--- src/rtl/chirp_sweep_gen_pkg.sv ---
// Shared definitions for the chirp sweep controller: widths, state encoding
// and the default sweep profile used by board-level tops.
package chirp_sweep_gen_pkg;

    localparam int PHI_W_DEF = 32;

    typedef enum logic [1:0] {
        ST_IDLE  = 2'd0,
        ST_RUN   = 2'd1,
        ST_PAUSE = 2'd2
    } state_t;

    // Default sweep profile at PHI_W_DEF bits
    localparam logic [PHI_W_DEF-1:0] DEF_START = 32'd42950;
    localparam logic [PHI_W_DEF-1:0] DEF_STEP  = 32'd439883;
    localparam logic [PHI_W_DEF-1:0] DEF_STOP  = 32'd429926226;

endpackage

--- src/rtl/chirp_sweep_gen_if.sv ---
// Control/config and output bundle of the chirp sweep controller.
interface chirp_sweep_gen_if
    import chirp_sweep_gen_pkg::*;
#(
    parameter int N_CH    = 8,
    parameter int PHI_W   = PHI_W_DEF,
    parameter int DWELL_W = 24
);

    logic                    start;
    logic                    abort;
    logic                    enable;
    logic                    cfg_oneshot;
    logic [PHI_W-1:0]        cfg_start;
    logic [PHI_W-1:0]        cfg_step;
    logic [PHI_W-1:0]        cfg_stop;
    logic [DWELL_W-1:0]      cfg_dwell;
    logic [N_CH*PHI_W-1:0]   phi_inc;
    logic                    phi_valid;
    logic                    busy;
    logic                    sweep_wrap;
    logic [15:0]             sweep_cnt;

    modport master (
        output start, abort, enable, cfg_oneshot,
        output cfg_start, cfg_step, cfg_stop, cfg_dwell,
        input  phi_inc, phi_valid, busy, sweep_wrap, sweep_cnt
    );

    modport slave (
        input  start, abort, enable, cfg_oneshot,
        input  cfg_start, cfg_step, cfg_stop, cfg_dwell,
        output phi_inc, phi_valid, busy, sweep_wrap, sweep_cnt
    );

endinterface

--- src/rtl/chirp_sweep_gen_chan_offset.sv ---
// Registered adder bank: maps the shared base increment to N_CH packed
// per-channel increments and aligns phi_valid with them.
module chirp_chan_offset
    import chirp_sweep_gen_pkg::*;
#(
    parameter int N_CH      = 8,
    parameter int PHI_W     = PHI_W_DEF,
    parameter int CH_OFFSET = 1000
) (
    input  logic                  sys_clk,
    input  logic                  reset_n,
    input  logic [PHI_W-1:0]      base,
    input  logic                  active,
    input  logic                  flush,
    output logic [N_CH*PHI_W-1:0] phi_inc,
    output logic                  phi_valid
);

    logic [N_CH*PHI_W-1:0] phi_next;

    // Channel offsets fold to constants; sums truncate modulo 2^PHI_W
    always_comb begin
        phi_next = '0;
        for (int k = 0; k < N_CH; k++) begin
            phi_next[k*PHI_W +: PHI_W] = base + PHI_W'(k * CH_OFFSET);
        end
    end

    always_ff @(posedge sys_clk or negedge reset_n) begin
        if (!reset_n) begin
            phi_inc   <= '0;
            phi_valid <= 1'b0;
        end else if (flush || !active) begin
            phi_inc   <= '0;
            phi_valid <= 1'b0;
        end else begin
            phi_inc   <= phi_next;
            phi_valid <= 1'b1;
        end
    end

endmodule

--- src/rtl/chirp_sweep_gen.sv ---
// Multi-channel linear chirp controller: steps a shared base increment every
// dwell period, wraps it at a threshold and fans it out per channel.
module chirp_sweep_gen
    import chirp_sweep_gen_pkg::*;
#(
    parameter int N_CH      = 8,
    parameter int PHI_W     = PHI_W_DEF,
    parameter int DWELL_W   = 24,
    parameter int CH_OFFSET = 1000
) (
    input  logic             sys_clk,
    input  logic             reset_n,
    chirp_sweep_gen_if.slave bus
);

    state_t               state_q;
    logic [PHI_W-1:0]     base_q;
    logic [DWELL_W-1:0]   count_q;
    logic                 sh_oneshot;
    logic [PHI_W-1:0]     sh_start;
    logic [PHI_W-1:0]     sh_step;
    logic [PHI_W-1:0]     sh_stop;
    logic [DWELL_W-1:0]   sh_dwell;
    logic                 sweep_wrap_q;
    logic [15:0]          sweep_cnt_q;

    logic [PHI_W:0]       sum;
    logic                 wrap_hit;
    logic [DWELL_W-1:0]   last_cnt;

    // A dwell of zero behaves as one cycle per step
    assign last_cnt = (sh_dwell == '0) ? '0 : sh_dwell - 1'b1;
    assign sum      = {1'b0, base_q} + {1'b0, sh_step};
    assign wrap_hit = sum[PHI_W] || (sum >= {1'b0, sh_stop});

    // Abort beats start; start restarts from any state; enable gates counting
    always_ff @(posedge sys_clk or negedge reset_n) begin
        if (!reset_n) begin
            state_q      <= ST_IDLE;
            base_q       <= '0;
            count_q      <= '0;
            sh_oneshot   <= 1'b0;
            sh_start     <= '0;
            sh_step      <= '0;
            sh_stop      <= '0;
            sh_dwell     <= '0;
            sweep_wrap_q <= 1'b0;
            sweep_cnt_q  <= '0;
        end else begin
            sweep_wrap_q <= 1'b0;
            if (bus.abort) begin
                state_q <= ST_IDLE;
                count_q <= '0;
            end else if (bus.start) begin
                sh_oneshot <= bus.cfg_oneshot;
                sh_start   <= bus.cfg_start;
                sh_step    <= bus.cfg_step;
                sh_stop    <= bus.cfg_stop;
                sh_dwell   <= bus.cfg_dwell;
                base_q     <= bus.cfg_start;
                count_q    <= '0;
                state_q    <= ST_RUN;
            end else if (state_q != ST_IDLE) begin
                state_q <= bus.enable ? ST_RUN : ST_PAUSE;
                if (bus.enable) begin
                    if (count_q == last_cnt) begin
                        count_q <= '0;
                        if (wrap_hit) begin
                            sweep_wrap_q <= 1'b1;
                            sweep_cnt_q  <= sweep_cnt_q + 16'd1;
                            if (sh_oneshot) begin
                                state_q <= ST_IDLE;
                            end else begin
                                base_q <= sh_start;
                            end
                        end else begin
                            base_q <= sum[PHI_W-1:0];
                        end
                    end else begin
                        count_q <= count_q + 1'b1;
                    end
                end
            end
        end
    end

    assign bus.busy       = (state_q != ST_IDLE);
    assign bus.sweep_wrap = sweep_wrap_q;
    assign bus.sweep_cnt  = sweep_cnt_q;

    chirp_chan_offset #(
        .N_CH      (N_CH),
        .PHI_W     (PHI_W),
        .CH_OFFSET (CH_OFFSET)
    ) u_chan_offset (
        .sys_clk   (sys_clk),
        .reset_n   (reset_n),
        .base      (base_q),
        .active    (state_q != ST_IDLE),
        .flush     (bus.abort),
        .phi_inc   (bus.phi_inc),
        .phi_valid (bus.phi_valid)
    );

endmodule

--- src/flat_wrapper.sv ---
// flat-port wrapper written by rule: the top's interface ports become plain ports
module chirp_sweep_gen_flat import chirp_sweep_gen_pkg::*;
#(
    parameter int N_CH      = 8,
    parameter int PHI_W     = PHI_W_DEF,
    parameter int DWELL_W   = 24,
    parameter int CH_OFFSET = 1000
)
  (sys_clk, reset_n, bus_start, bus_abort, bus_enable, bus_cfg_oneshot, bus_cfg_start, bus_cfg_step, bus_cfg_stop, bus_cfg_dwell, bus_phi_inc, bus_phi_valid, bus_busy, bus_sweep_wrap, bus_sweep_cnt);
  chirp_sweep_gen_if #(.N_CH(N_CH), .PHI_W(PHI_W), .DWELL_W(DWELL_W)) bus_i ();
  input  logic sys_clk;
  input  logic reset_n;
  input wire logic [$bits(bus_i.start)-1:0] bus_start;
  input wire logic [$bits(bus_i.abort)-1:0] bus_abort;
  input wire logic [$bits(bus_i.enable)-1:0] bus_enable;
  input wire logic [$bits(bus_i.cfg_oneshot)-1:0] bus_cfg_oneshot;
  input wire logic [$bits(bus_i.cfg_start)-1:0] bus_cfg_start;
  input wire logic [$bits(bus_i.cfg_step)-1:0] bus_cfg_step;
  input wire logic [$bits(bus_i.cfg_stop)-1:0] bus_cfg_stop;
  input wire logic [$bits(bus_i.cfg_dwell)-1:0] bus_cfg_dwell;
  output wire logic [$bits(bus_i.phi_inc)-1:0] bus_phi_inc;
  output wire logic [$bits(bus_i.phi_valid)-1:0] bus_phi_valid;
  output wire logic [$bits(bus_i.busy)-1:0] bus_busy;
  output wire logic [$bits(bus_i.sweep_wrap)-1:0] bus_sweep_wrap;
  output wire logic [$bits(bus_i.sweep_cnt)-1:0] bus_sweep_cnt;
  assign bus_i.start = bus_start;
  assign bus_i.abort = bus_abort;
  assign bus_i.enable = bus_enable;
  assign bus_i.cfg_oneshot = bus_cfg_oneshot;
  assign bus_i.cfg_start = bus_cfg_start;
  assign bus_i.cfg_step = bus_cfg_step;
  assign bus_i.cfg_stop = bus_cfg_stop;
  assign bus_i.cfg_dwell = bus_cfg_dwell;
  assign bus_phi_inc = bus_i.phi_inc;
  assign bus_phi_valid = bus_i.phi_valid;
  assign bus_busy = bus_i.busy;
  assign bus_sweep_wrap = bus_i.sweep_wrap;
  assign bus_sweep_cnt = bus_i.sweep_cnt;
  chirp_sweep_gen #(.N_CH(N_CH), .PHI_W(PHI_W), .DWELL_W(DWELL_W), .CH_OFFSET(CH_OFFSET)) u_core (.sys_clk(sys_clk), .reset_n(reset_n), .bus(bus_i));
endmodule
--- config.mk ---
export PLATFORM = sky130hd
export DESIGN_NAME = chirp_sweep_gen_flat
export DESIGN_NICKNAME = d
export VERILOG_FILES = /design/src/rtl/chirp_sweep_gen_pkg.sv /design/src/rtl/chirp_sweep_gen_if.sv /design/src/rtl/chirp_sweep_gen_chan_offset.sv /design/src/rtl/chirp_sweep_gen.sv /design/src/flat_wrapper.sv
export SDC_FILE = /design/constraint.sdc
export NUM_CORES = 1
export LEC_CHECK = 0
export BUFFER_PORTS_ARGS = -buffer_cell sky130_fd_sc_hd__buf_2
export CAP_MARGIN = 20
export CORE_ASPECT_RATIO = 0.7
export CORE_MARGIN = 2
export CORE_UTILIZATION = 25
export CTS_CLUSTER_SIZE = 40
export DETAILED_ROUTE_END_ITERATION = 8
export MAX_ROUTING_LAYER = met4
export PLACE_DENSITY = 0.49
export SLEW_MARGIN = 20
export SYNTH_ARGS = -nofsm -noshare
export SYNTH_HDL_FRONTEND = slang
export SYNTH_SLANG_ARGS = --single-unit
--- constraint.sdc ---
create_clock -name sys_clk -period 7.24 [get_ports sys_clk]
set_input_delay 0.362 -clock sys_clk [delete_from_list [all_inputs] [get_ports sys_clk]]
set_output_delay 0.362 -clock sys_clk [all_outputs]
set_load 0.01 [all_outputs]
* After elaboration in Yosys (flattened, before gate mapping)
Cells that the tools add are included.
** Storage, ports and cells
- ROM bits :: 0
- Word-level logic and storage cells :: 70
- Bits in latches :: 0
- Input port bits :: 126
- RAM bits :: 0
- Flip-flop bits (word level) :: 453
- Memories kept :: 0
** Operators by class
- Div/mod/pow operators :: 0
- Multiply operators :: 0
- Eq/ne operators :: 2
- Shifts and indexed selects :: 0
- Reduce and logical (&&, ||, !) cells :: 14
- $lt $le $gt $ge :: 1
- $add $sub $neg :: 11
- Bitwise operators :: 2
- Mux-type cells :: 28
** Operators by type and width (count)
- 256-bit two-way mux :: 1
- 32-bit two-way mux :: 6
- 24-bit two-way mux :: 6
- 32-bit by 13-bit adder with 32-bit output (second input constant) :: 3
- 32-bit by 12-bit adder with 32-bit output (second input constant) :: 2
- 32-bit by 32-bit adder with 33-bit output :: 1
- 33-bit by 32-bit greater-or-equal comparator with 1-bit output :: 1
- 32-bit by 10-bit adder with 32-bit output (second input constant) :: 1
- 32-bit by 11-bit adder with 32-bit output (second input constant) :: 1
- 24-bit by 1-bit adder with 24-bit output (second input constant) :: 1
- 24-bit == test :: 1
- 24-bit logical NOT :: 1
- 24-bit by 1-bit subtractor with 24-bit output (second input constant) :: 1
- 16-bit by 1-bit adder with 16-bit output (second input constant) :: 1
- 2-bit two-way mux :: 8
- 2-bit nonzero test :: 4
- 1-bit two-way mux :: 7
- 6-bit AND reduction :: 1
- 3-bit nonzero test :: 2
- 5-bit AND reduction :: 1
- 2-bit AND reduction :: 2
- 3-bit inequality test (second input constant) :: 1
- 1-bit logical OR :: 2
- 1-bit inverter :: 2
- 1-bit logical NOT :: 1

* Longest topological paths before layout
Gate-level depths: netlist of the first run.
- Word-level depth :: 9
- Mapped depth :: 24

* Cells and area by module
Synthesis of the first run repeated with hierarchy kept, for this count alone.
** Second synthesis, totals
- Cell total of the unflattened synthesis :: 2462
- Area total of the unflattened synthesis :: 22799.4 sq um
** By module, submodules not included
- chirp_sweep_gen :: times used 1, area each 12634.6 sq um, cells an instance 1484, seq. area each 4904.7 sq um
- chirp_chan_offset :: times used 1, area each 10164.7 sq um, cells an instance 978, seq. area each 5655.4 sq um

* Worst setup path before layout of the first run
No wires, ideal clock.
- Path kind :: register to register
- Start :: register u_core.base_q[9]
- End :: register u_core.base_q[24]
- Arrival :: 5.175 ns
- Path slack :: 1.940 ns
- Required time :: 7.115 ns
- Stages on the path, launching flop included :: 24
- Period minus slack after synthesis :: 5.300 ns
- Path buffers :: 3
- Cells stage by stage :: dfrtp_1 ha_1 clkbuf_1 nand4_1 o211ai_1 a211oi_1 a211oi_1 nand3_1 nand2_1 a31oi_1 or4_1 nand2_1 ha_1 nand2_1 or3_1 nor4_1 o311a_1 o41a_1 a311o_1 buf_2 buf_1 mux2i_1 o21ai_0 mux2_2
** On the way
- Word-level cells in the longest chain between the ends :: 8
** RTL lines
- start: declaration :: RTL line chirp_sweep_gen.sv:17 : logic [PHI_W-1:0] base_q;
- start signal: assignment :: RTL line chirp_sweep_gen.sv:60 : base_q <= bus.cfg_start;
- start signal: assignment :: RTL line chirp_sweep_gen.sv:74 : base_q <= sh_start;
- start signal: assignment :: RTL line chirp_sweep_gen.sv:77 : base_q <= sum[PHI_W-1:0];
- 32-bit by 32-bit adder with 33-bit output (*) :: RTL line chirp_sweep_gen.sv:33 : assign sum = {1'b0, base_q} + {1'b0, sh_step};
- 33-bit by 32-bit greater-or-equal comparator with 1-bit output :: RTL line chirp_sweep_gen.sv:34 : assign wrap_hit = sum[PHI_W] || (sum >= {1'b0, sh_stop});
- 1-bit logical OR :: RTL line chirp_sweep_gen.sv:34
- 32-bit two-way mux :: RTL line chirp_sweep_gen.sv:68 : if (wrap_hit) begin
- 32-bit two-way mux :: RTL line chirp_sweep_gen.sv:66 : if (count_q == last_cnt) begin
- 32-bit two-way mux :: RTL line chirp_sweep_gen.sv:65 : if (bus.enable) begin
- 32-bit two-way mux :: RTL line chirp_sweep_gen.sv:63 : end else if (state_q != ST_IDLE) begin
- 32-bit two-way mux :: RTL line chirp_sweep_gen.sv:54 : end else if (bus.start) begin
Mark *: on every way between the ends. The rest lies on a longest branch, timed or not. The select of a mux whose other input is x is not followed.
A chain may end at the register's enable or synchronous reset.

* Worst setup path after layout of the first run
- Start :: register u_core.base_q[0]
- End :: register u_core.base_q[3]
Same word-level chain as after synthesis.

==> impl_summary.log, run 1 <==
[metrics] status: completed
[metrics] I/O pin total: 401
[metrics] Synth cell types: 77
[metrics] kind of start point of the critical path: flip-flop
[metrics] CP endpoint kind: flip-flop
[metrics] share of synthesized flip-flops with an asynchronous set or reset: 1.00
[metrics] initial detailed-routing violation count: 1,628
[metrics] syn_nets: 2,461
[metrics] Sinks on Clock Net: 422
[metrics] count of nets left with antenna violations after detail routing: 0
[metrics] required arrival time at the worst endpoint: 7720 ps
[metrics] Worst Tran Pin Value: 1020 ps
[metrics] PortBufs: 400
[metrics] share of post-route cells with drive strength above 1: 0.236
[metrics] average instance area after synthesis: 9.77 um2
[metrics] gpl congestion: 0.866
[metrics] count of flip-flops with a built-in enable after synthesis: 0
[metrics] Remaining DRCs: 0
[metrics] height of the chip: 252 um
[metrics] setup repair after global routing missed its margin: false
[metrics] total global-route track usage: 0.173
[metrics] post-CTS clock slew at the launch and capture registers of the worst setup and hold paths: 60 ps
[metrics] Hold Worst Slack: 25.6 ps
[metrics] post-CTS setup buffers: 0
[metrics] VDD IR max: 0.165 mV
[metrics] average wire per standard cell: 19.9 um
[metrics] pwr/cell area: 335 mW/mm2
[metrics] root buf cell: clkbuf_16
[metrics] biggest cell delay along the critical path: 700 ps
[metrics] placeable core region: 0.0877 mm2
[metrics] detailed-placement wirelength estimate: 56.4 mm
[metrics] synthesis-to-finish area growth: 26.8%
[metrics] number of endpoints with negative hold slack in the final report: 0
[metrics] vias per cell: 4.64
[metrics] largest cells by area after synthesis: dfrtp_1 (48%), mux2_2 (5.1%), ha_1 (4.5%)
[metrics] detailed-routing iteration count for the pre-antenna-repair pass: 8
[metrics] Final setup violation count: 0
[metrics] CTS buffer count: 50
[metrics] number of levels in the clock H-tree: 2
[metrics] Final Cycle Share: 0.891
[metrics] fmax: 155 MHz
[metrics] Worst Setup Slack post-DPL: 949 ps
[metrics] number of max-slew violations in the final report: 0
[metrics] classification of the worst-slack hold path: in -> reg
[metrics] leftover overflow at the end of global routing: 0
[metrics] Setup CP Type: reg -> reg
[metrics] number of core rows: 91
[metrics] max-cap viol count: 0
[metrics] Arr. time, crit path: 6930 ps
[metrics] worst clock skew on the final layout: 22.3 ps
[metrics] Clock Path Buffers: 3
[metrics] cell type with the highest aggregate area in the netlist: dfrtp_1
[metrics] Final WS setup: 786 ps
[metrics] static power due to leakage: 13.2 nW
[metrics] Final Routed Wirelength: 77.6 mm
[metrics] Sum Neg Setup Slack: 0 ps
[metrics] antenna violations before repair: 9
[metrics] top_reg_cell synth: dfrtp_1
[metrics] clock period minus worst slack: 6450 ps
[metrics] number of register bits inferred by synthesis: 422
[metrics] cell breakdown of the critical path: ha_1 > fa_1 > a211oi_1 > nor4_1 > a211oi_1 > buf_4 > nand4b_1 > a211oi_1 > nor3_1 > o21bai_1 > xor2_1 > ha_1 > nand2_1 > or3_1 > nor4_1 > o311a_1 > o41a_1 > a311o_2 > nand2_1 > a31oi_4 > buf_4 > buf_4 > o21ai_0
[metrics] worst slew margin relative to its limit: 0.314
[metrics] biggest fanout along the worst timing path: 36
[metrics] TritonCTS clock tree: built
[metrics] initial cell density of the core: 0.251
[metrics] number of global-route vias before repair: 17,129
[metrics] die width: 359 um
[metrics] fraction of the yosys area taken by sequential cells: 0.479
[metrics] via count: 18,109
[metrics] Final #Nets: 2,900
[metrics] floorplan die area: 0.0905 mm2
[metrics] wire length of the first global-routing pass: 114 mm
[metrics] Clock Latency Late Sink: 620 ps
[metrics] slowest library cell on the worst path: nor4_1
[metrics] Cells after Synth: 2,255
[metrics] fraction of synthesized cell area taken by the top area cell type: 0.479
[metrics] largest net degree at the start of global routing: 150
[metrics] netlist area before placement: 0.0220 mm2
[metrics] warnings from Yosys: 0
## power by group
group	switching, mW	internal, mW	total, mW	leakage [nW]
sequential	0.232	2.66	2.89	5.52
clock	1.13	1.55	2.68	0.811
combinational	2.34	1.45	3.79	6.89
total	3.70	5.66	9.36	13.2
## cell families (layout without fill, tap and decap cells)
group                      after synthesis  after routing  share of synthesized area
other                                    0              8                          0
DFF                                    422            422                      0.479
xor gates and xnor gates               206            206                     0.0844
adders and majority gates               80             80                     0.0458
AOI/OAI and AO/OA                      403            403                      0.112
muxes                                  128            128                     0.0638
buffers and inverters                  228            705                     0.0456
and+or+nand+nor                        788            788                      0.169
## Yosys cell counts, types with 10 or more instances
master	number
ha_1	79
mux2_2	99
and2_1	39
nand4_1	31
or3_1	38
nor2b_1	12
o31ai_1	11
a21o_1	36
nor4_1	31
buf_1	22
a211oi_1	13
nor3_1	39
inv_1	60
nand2_1	226
o21ai_0	140
xnor2_1	96
a21oi_1	112
nor3b_1	10
clkbuf_1	98
buf_4	32
dfrtp_1	422
xor2_1	106
mux2i_1	29
and3_1	28
nor2_1	251
nand3_1	43
## per-layer routing
layer  up-vias  track usage  wire length, um
met4         0       0.0388             1540
met2       527        0.239            32700
met1      8884        0.261            39100
met5         -            -                0
li1       8611            -                -
met3        87       0.0261             4310
## critical path: cells and delay by family, from the launching register on
family          cells  cell delay (ps)
simple gates        7             1760
flops               1              410
compound gates      9             2030
buf+inv             3              970
xor+xnor            1              170
fa+ha+maj           3              970
## state kept, by name, indices dropped and copies added, names as in the netlist, 2 cells and up
signal and count:
u_core.base_q 32, u_core.state_q 2, u_core.sh_stop 32, u_core.u_chan_offset.phi_inc 225
u_core.sh_dwell 24, u_core.bus.sweep_cnt 16, u_core.sh_step 32, u_core.count_q 24
u_core.sh_start 32
## per-stage QoR
stage	utilization	instances	cell area, um2	power (mW)
2_1_floorplan	-	2255	22000	5.40
3_3_place_gp	0.287	3697	25100	6.67
3_5_place_dp	0.287	3697	25100	6.66
4_1_cts	0.318	3894	27900	9.47
5_1_grt	0.318	3900	27900	10.0
6_report	0.319	3902	27900	9.36
## final timing paths
| check | endpoint | cells past startpoint | slack (ps) | from |
|---|---|---|---|---|
| worst max-delay path | u_core.base_q[3] | 23 | 790 | u_core.base_q[0] |
| worst min-delay path | u_core.sh_stop[7] | 3 | 30 | bus_cfg_stop[7] |
| worst max register to register | u_core.base_q[3] | 23 | 790 | u_core.base_q[0] |
| worst min register to register | u_core.bus.sweep_cnt[15] | 1 | 470 | u_core.bus.sweep_cnt[15] |
| max in group asynchronous | u_core.sh_step[22] | 4 | 5020 | reset_n |
| min in group asynchronous | u_core.u_chan_offset.phi_inc[101] | 2 | 320 | reset_n |
## timing repair
item,4_1_cts,5_1_grt
gates resized for setup,0,0
hold buffers,107,0
endpoints found under the hold margin,179,0
## cell usage in the layout (no fill, tap or decap), types with 9 or more instances in the layout
cell | synthesis | routed
a21o_1 | 36 | 36
mux2i_1 | 29 | 29
a21oi_1 | 112 | 112
and2_1 | 39 | 39
inv_1 | 60 | 60
nand3_1 | 43 | 43
and3_1 | 28 | 28
buf_4 | 32 | 42
buf_2 | 9 | 399
nand4_1 | 31 | 31
nand2_1 | 226 | 226
nor3b_1 | 10 | 10
or3_1 | 38 | 38
clkbuf_16 | 0 | 50
xor2_1 | 106 | 106
o21ai_0 | 140 | 140
nor2b_1 | 12 | 11
o21a_1 | 9 | 9
mux2_2 | 99 | 99
ha_1 | 79 | 79
o21bai_1 | 9 | 9
clkinvlp_4 | 0 | 9
xnor2_1 | 96 | 96
o31ai_1 | 11 | 10
nor2_1 | 251 | 251
nor4_1 | 31 | 29
dfrtp_1 | 422 | 422
a211oi_1 | 13 | 13
dlygate4sd3_1 | 0 | 107
nor3_1 | 39 | 39
## area by class of cell
type	instances	area, um2
diodes	8	20.0
clock buffers	61	1350
clock inverters	29	348
fillers	9164	59700
inverters	64	240
multi-input cells	1605	10500
flip-flops and latches	422	10600
well taps	1162	1450
repair buffers	551	3440
Note: power is estimated with default switching activity, not from simulation.
==> run 2, diff against run 1 <==
ABC_AREA = 1   (was default)
SKIP_LAST_GASP = 1   (was default)
SYNTH_HIERARCHICAL = 1   (was default)
==> run 2 against run 1 <==
Combinational power is 27% higher. Clock-buffer cell count is 7 higher. Critical path type unchanged. Register-to-register slack improved by 1100 ps. Clock power barely moved. Clock skew fell by 4.0 ps.
==> impl_summary.log, run 2 <==
[metrics] status: completed
[metrics] post-CTS clock slew at the launch and capture registers of the worst setup and hold paths: 60 ps (about the same)
[metrics] RR Startpoint: u_core/base_q[7]
[metrics] Final Cycle Share: 0.741 (-0.150)
[metrics] VDD IR max: 0.193 mV (+17%)
[metrics] syn_nets: 3,490 (+42%)
[metrics] initial cell density of the core: 0.252 (+0.000301)
[metrics] netlist area before placement: 0.0241 mm2 (+9.4%)
[metrics] top_reg_cell synth: dfrtp_1
[metrics] number of flip-flops in the largest register: 225 (unchanged)
[metrics] hold buffers post-CTS: 107 (unchanged)
[metrics] number of max-slew violations in the final report: 0 (unchanged)
[metrics] number of resized instances in the post-cts repair step: 0 (unchanged)
[metrics] number of levels in the clock H-tree: 2 (unchanged)
[metrics] clock period minus worst slack: 5370 ps (-1090 ps)
[metrics] antenna violations before repair: 2 (-7)
[metrics] Cells after Synth: 3,285 (+46%)
[metrics] classification of the worst-slack hold path: in -> reg
[metrics] setup repair after global routing missed its margin: false
[metrics] Register-to-Register Path Depth: 25 (+8.7%)
[metrics] fraction of the yosys area taken by sequential cells: 0.438 (-0.0412)
[metrics] Sum Neg Setup Slack: 0 ps (unchanged)
[metrics] Worst Tran Pin Value: 982 ps (-36.9 ps)
[metrics] end of the worst hold path: u_core/sh_stop[30]
[metrics] Clock Latency Late Sink: 620 ps (about the same)
[metrics] Sinks on Clock Net: 422 (unchanged)
[metrics] wire length of the first global-routing pass: 145 mm (+27%)
[metrics] Hold Path Stages: 3 (unchanged)
[metrics] via count: 23,306 (+29%)
[metrics] most frequent cells after synthesis: nand2_1 (957), dfrtp_1 (422), nor2_1 (373), inv_1 (316), nand3_1 (271)
[metrics] most numerous cell on the critical path: nand2_1
[metrics] highest-count cells in the layout ignoring fill and taps: nand2_1 (957), dfrtp_1 (422), buf_2 (399), nor2_1 (371), inv_1 (316)
[metrics] count of nets left with antenna violations after detail routing: 0 (unchanged)
[metrics] largest cells by area after synthesis: dfrtp_1 (44%), nand2_1 (15%), nor2_1 (5.8%)
[metrics] vias per cell: 4.65 (+0.28%)
[metrics] Setup CP Type: reg -> reg
[metrics] fraction of synthesized cell area taken by the top area cell type: 0.438 (-0.0412)
[metrics] number of core rows: 95 (+4.4%)
[metrics] Arr. time, crit path: 5860 ps (-1070 ps)
[metrics] leading cell type in the layout, fill and taps excluded: nand2_1
[metrics] number of endpoints with negative hold slack in the final report: 0 (unchanged)
[metrics] number of global-route vias before repair: 21,698 (+27%)
[metrics] Clock Path Buffers: 3 (unchanged)
[metrics] floorplan die area: 0.0989 mm2 (+9.3%)
[metrics] critical register-to-register path endpoint: u_core/base_q[21]
[metrics] pwr/cell area: 358 mW/mm2 (+6.7%)
[metrics] share of synthesized flip-flops with an asynchronous set or reset: 1.00 (unchanged)
[metrics] total global-route track usage: 0.200 (+0.0270)
[metrics] worst slew margin relative to its limit: 0.344 (+0.0291)
[metrics] fmax: 186 MHz (+20%)
[metrics] number of register bits inferred by synthesis: 422 (unchanged)
[metrics] Final Routed Wirelength: 98.3 mm (+27%)
[metrics] placeable core region: 0.0958 mm2 (+9.3%)
[metrics] HP Start: bus_cfg_stop[30]
[metrics] TritonCTS clock tree: built
[metrics] leftover overflow at the end of global routing: 0 (unchanged)
[metrics] warnings from Yosys: 6 (+6)
[metrics] detailed-placement wirelength estimate: 75.9 mm (+35%)
[metrics] detailed-routing iteration count for the pre-antenna-repair pass: 7 (-1)
[metrics] dominant cell by count in the synthesized netlist: nand2_1
[metrics] Post-Route Utilization: 0.312 (-0.00689)
[metrics] Final #Nets: 3,911 (+35%)
[metrics] CP endpoint kind: flip-flop
[metrics] average instance area after synthesis: 7.34 um2 (-25%)
[metrics] cell type with the highest aggregate area in the netlist: dfrtp_1
[metrics] most flop-heavy register: u_core/u_chan_offset/phi_inc
[metrics] biggest fanout along the worst timing path: 33 (-8.3%)
[metrics] share of post-route cells with drive strength above 1: 0.153 (-0.0834)
[metrics] kind of start point of the critical path: flip-flop
[metrics] max-cap viol count: 0 (unchanged)
[metrics] post-CTS setup buffers: 0 (unchanged)
[metrics] required arrival time at the worst endpoint: 7740 ps (+20 ps)
[metrics] I/O pin total: 401 (unchanged)
[metrics] root buf cell: clkbuf_16
[metrics] Remaining DRCs: 0 (unchanged)
[metrics] Synth cell types: 47 (-39%)
[metrics] synthesis-to-finish area growth: 23.9%
[metrics] CTS buffer count: 49 (-2.0%)
[metrics] PortBufs: 400 (unchanged)
[metrics] average wire per standard cell: 19.6 um (-1.4%)
[metrics] worst clock skew on the final layout: 18.3 ps (-4.00 ps)
[metrics] largest net degree at the start of global routing: 159 (+6.0%)
[metrics] Register-to-Register Setup Slack: 1870 ps (+1090 ps)
[metrics] static power due to leakage: 15.3 nW (+16%)
[metrics] height of the chip: 264 um (+4.5%)
[metrics] initial detailed-routing violation count: 2,306 (+42%)
[metrics] die width: 375 um (+4.5%)
[metrics] gpl congestion: 0.941 (+8.6%)
[metrics] Final setup violation count: 0 (unchanged)
[metrics] biggest cell delay along the critical path: 860 ps (+160 ps)
[metrics] slowest library cell on the worst path: dfrtp_1
[metrics] count of flip-flops with a built-in enable after synthesis: 0 (unchanged)
-- run 2: cell count changes after synthesis, sizes merged, moves of 38 or more --
cell | previous run | this run
nor2 | 251 | 401
nand2 | 226 | 972
or3 | 38 | 0
mux2 | 99 | 0
inv | 61 | 328
o21ai | 142 | 205
xnor2 | 96 | 10
a21oi | 112 | 177
nand3 | 44 | 275
-- run 2: worst max-delay path: cells and delay by family, from the launching register on --
family          cells  cell delay (ps)
compound gates      8             1370
flops               1              860
fa+ha+maj           2              700
xor+xnor            1              300
buf+inv             3              780
simple gates       11             1190
-- run 2: where the power goes --
part	switching [mW]	internal, mW	total [mW]
sequential	0.514	2.68	3.19
combinational	3.39	1.41	4.80
clock	1.11	1.58	2.68
-- run 2: cell families after synthesis --
group,synth area share
buffers and inverters,0.0872
AOI/OAI and AO/OA,0.0932
DFF,0.438
and+or+nand+nor,0.311
adders and majority gates,0.0413
xor gates and xnor gates,0.0287
-- run 2: worst max-delay path by stage --
| stage | start | end | cells after the start | slack [ps] |
|---|---|---|---|---|
| floorplan | u_core/base_q[0] | u_core/base_q[15] | 28 | 3500 |
| global placement | u_core/base_q[6] | u_core/base_q[24] | 27 | 2090 |
| detailed placement | u_core/base_q[6] | u_core/base_q[18] | 29 | 2040 |
| CTS | u_core/base_q[7] | u_core/base_q[21] | 25 | 2020 |
| global route | u_core/base_q[6] | u_core/base_q[6] | 29 | 1420 |
| finish | u_core/base_q[7] | u_core/base_q[21] | 25 | 1870 |
-- run 2: metrics by stage --
stage / setup WS, ps / power [mW] / hold WS (ps) / instances / area, um2
after floorplan: 3500 / 6.12 / 66.4 / 3285 / 24100
after global placement: 2090 / 7.87 / 413 / 4809 / 27100
after detailed placement: 2040 / 7.88 / 416 / 4809 / 27100
after CTS: 2020 / 10.7 / 0.865 / 5005 / 29800
after global routing: 1420 / 11.4 / 21.5 / 5007 / 29900
final: 1870 / 10.7 / 0.884 / 5008 / 29900
-- run 2: final cells by class --
cell class	instances	area, um2
Sequential cell	422	10600
Fill cell	10405	65900
Antenna cell	3	7.51
Timing Repair Buffer	531	3290
Tap cell	1261	1580
Clock inverter	21	292
Multi-Input combinational cell	2366	11500
Inverter	336	1260
Clock buffer	68	1410
-- run 2: per-layer routing --
metal | part of all wire | track usage | vias to the layer above
met1 | 0.48 | 0.295 | 11077
met4 | 0.021 | 0.0461 | 0
li1 | - | - | 11345
met3 | 0.063 | 0.0242 | 106
met5 | 0 | - | -
met2 | 0.43 | 0.290 | 778
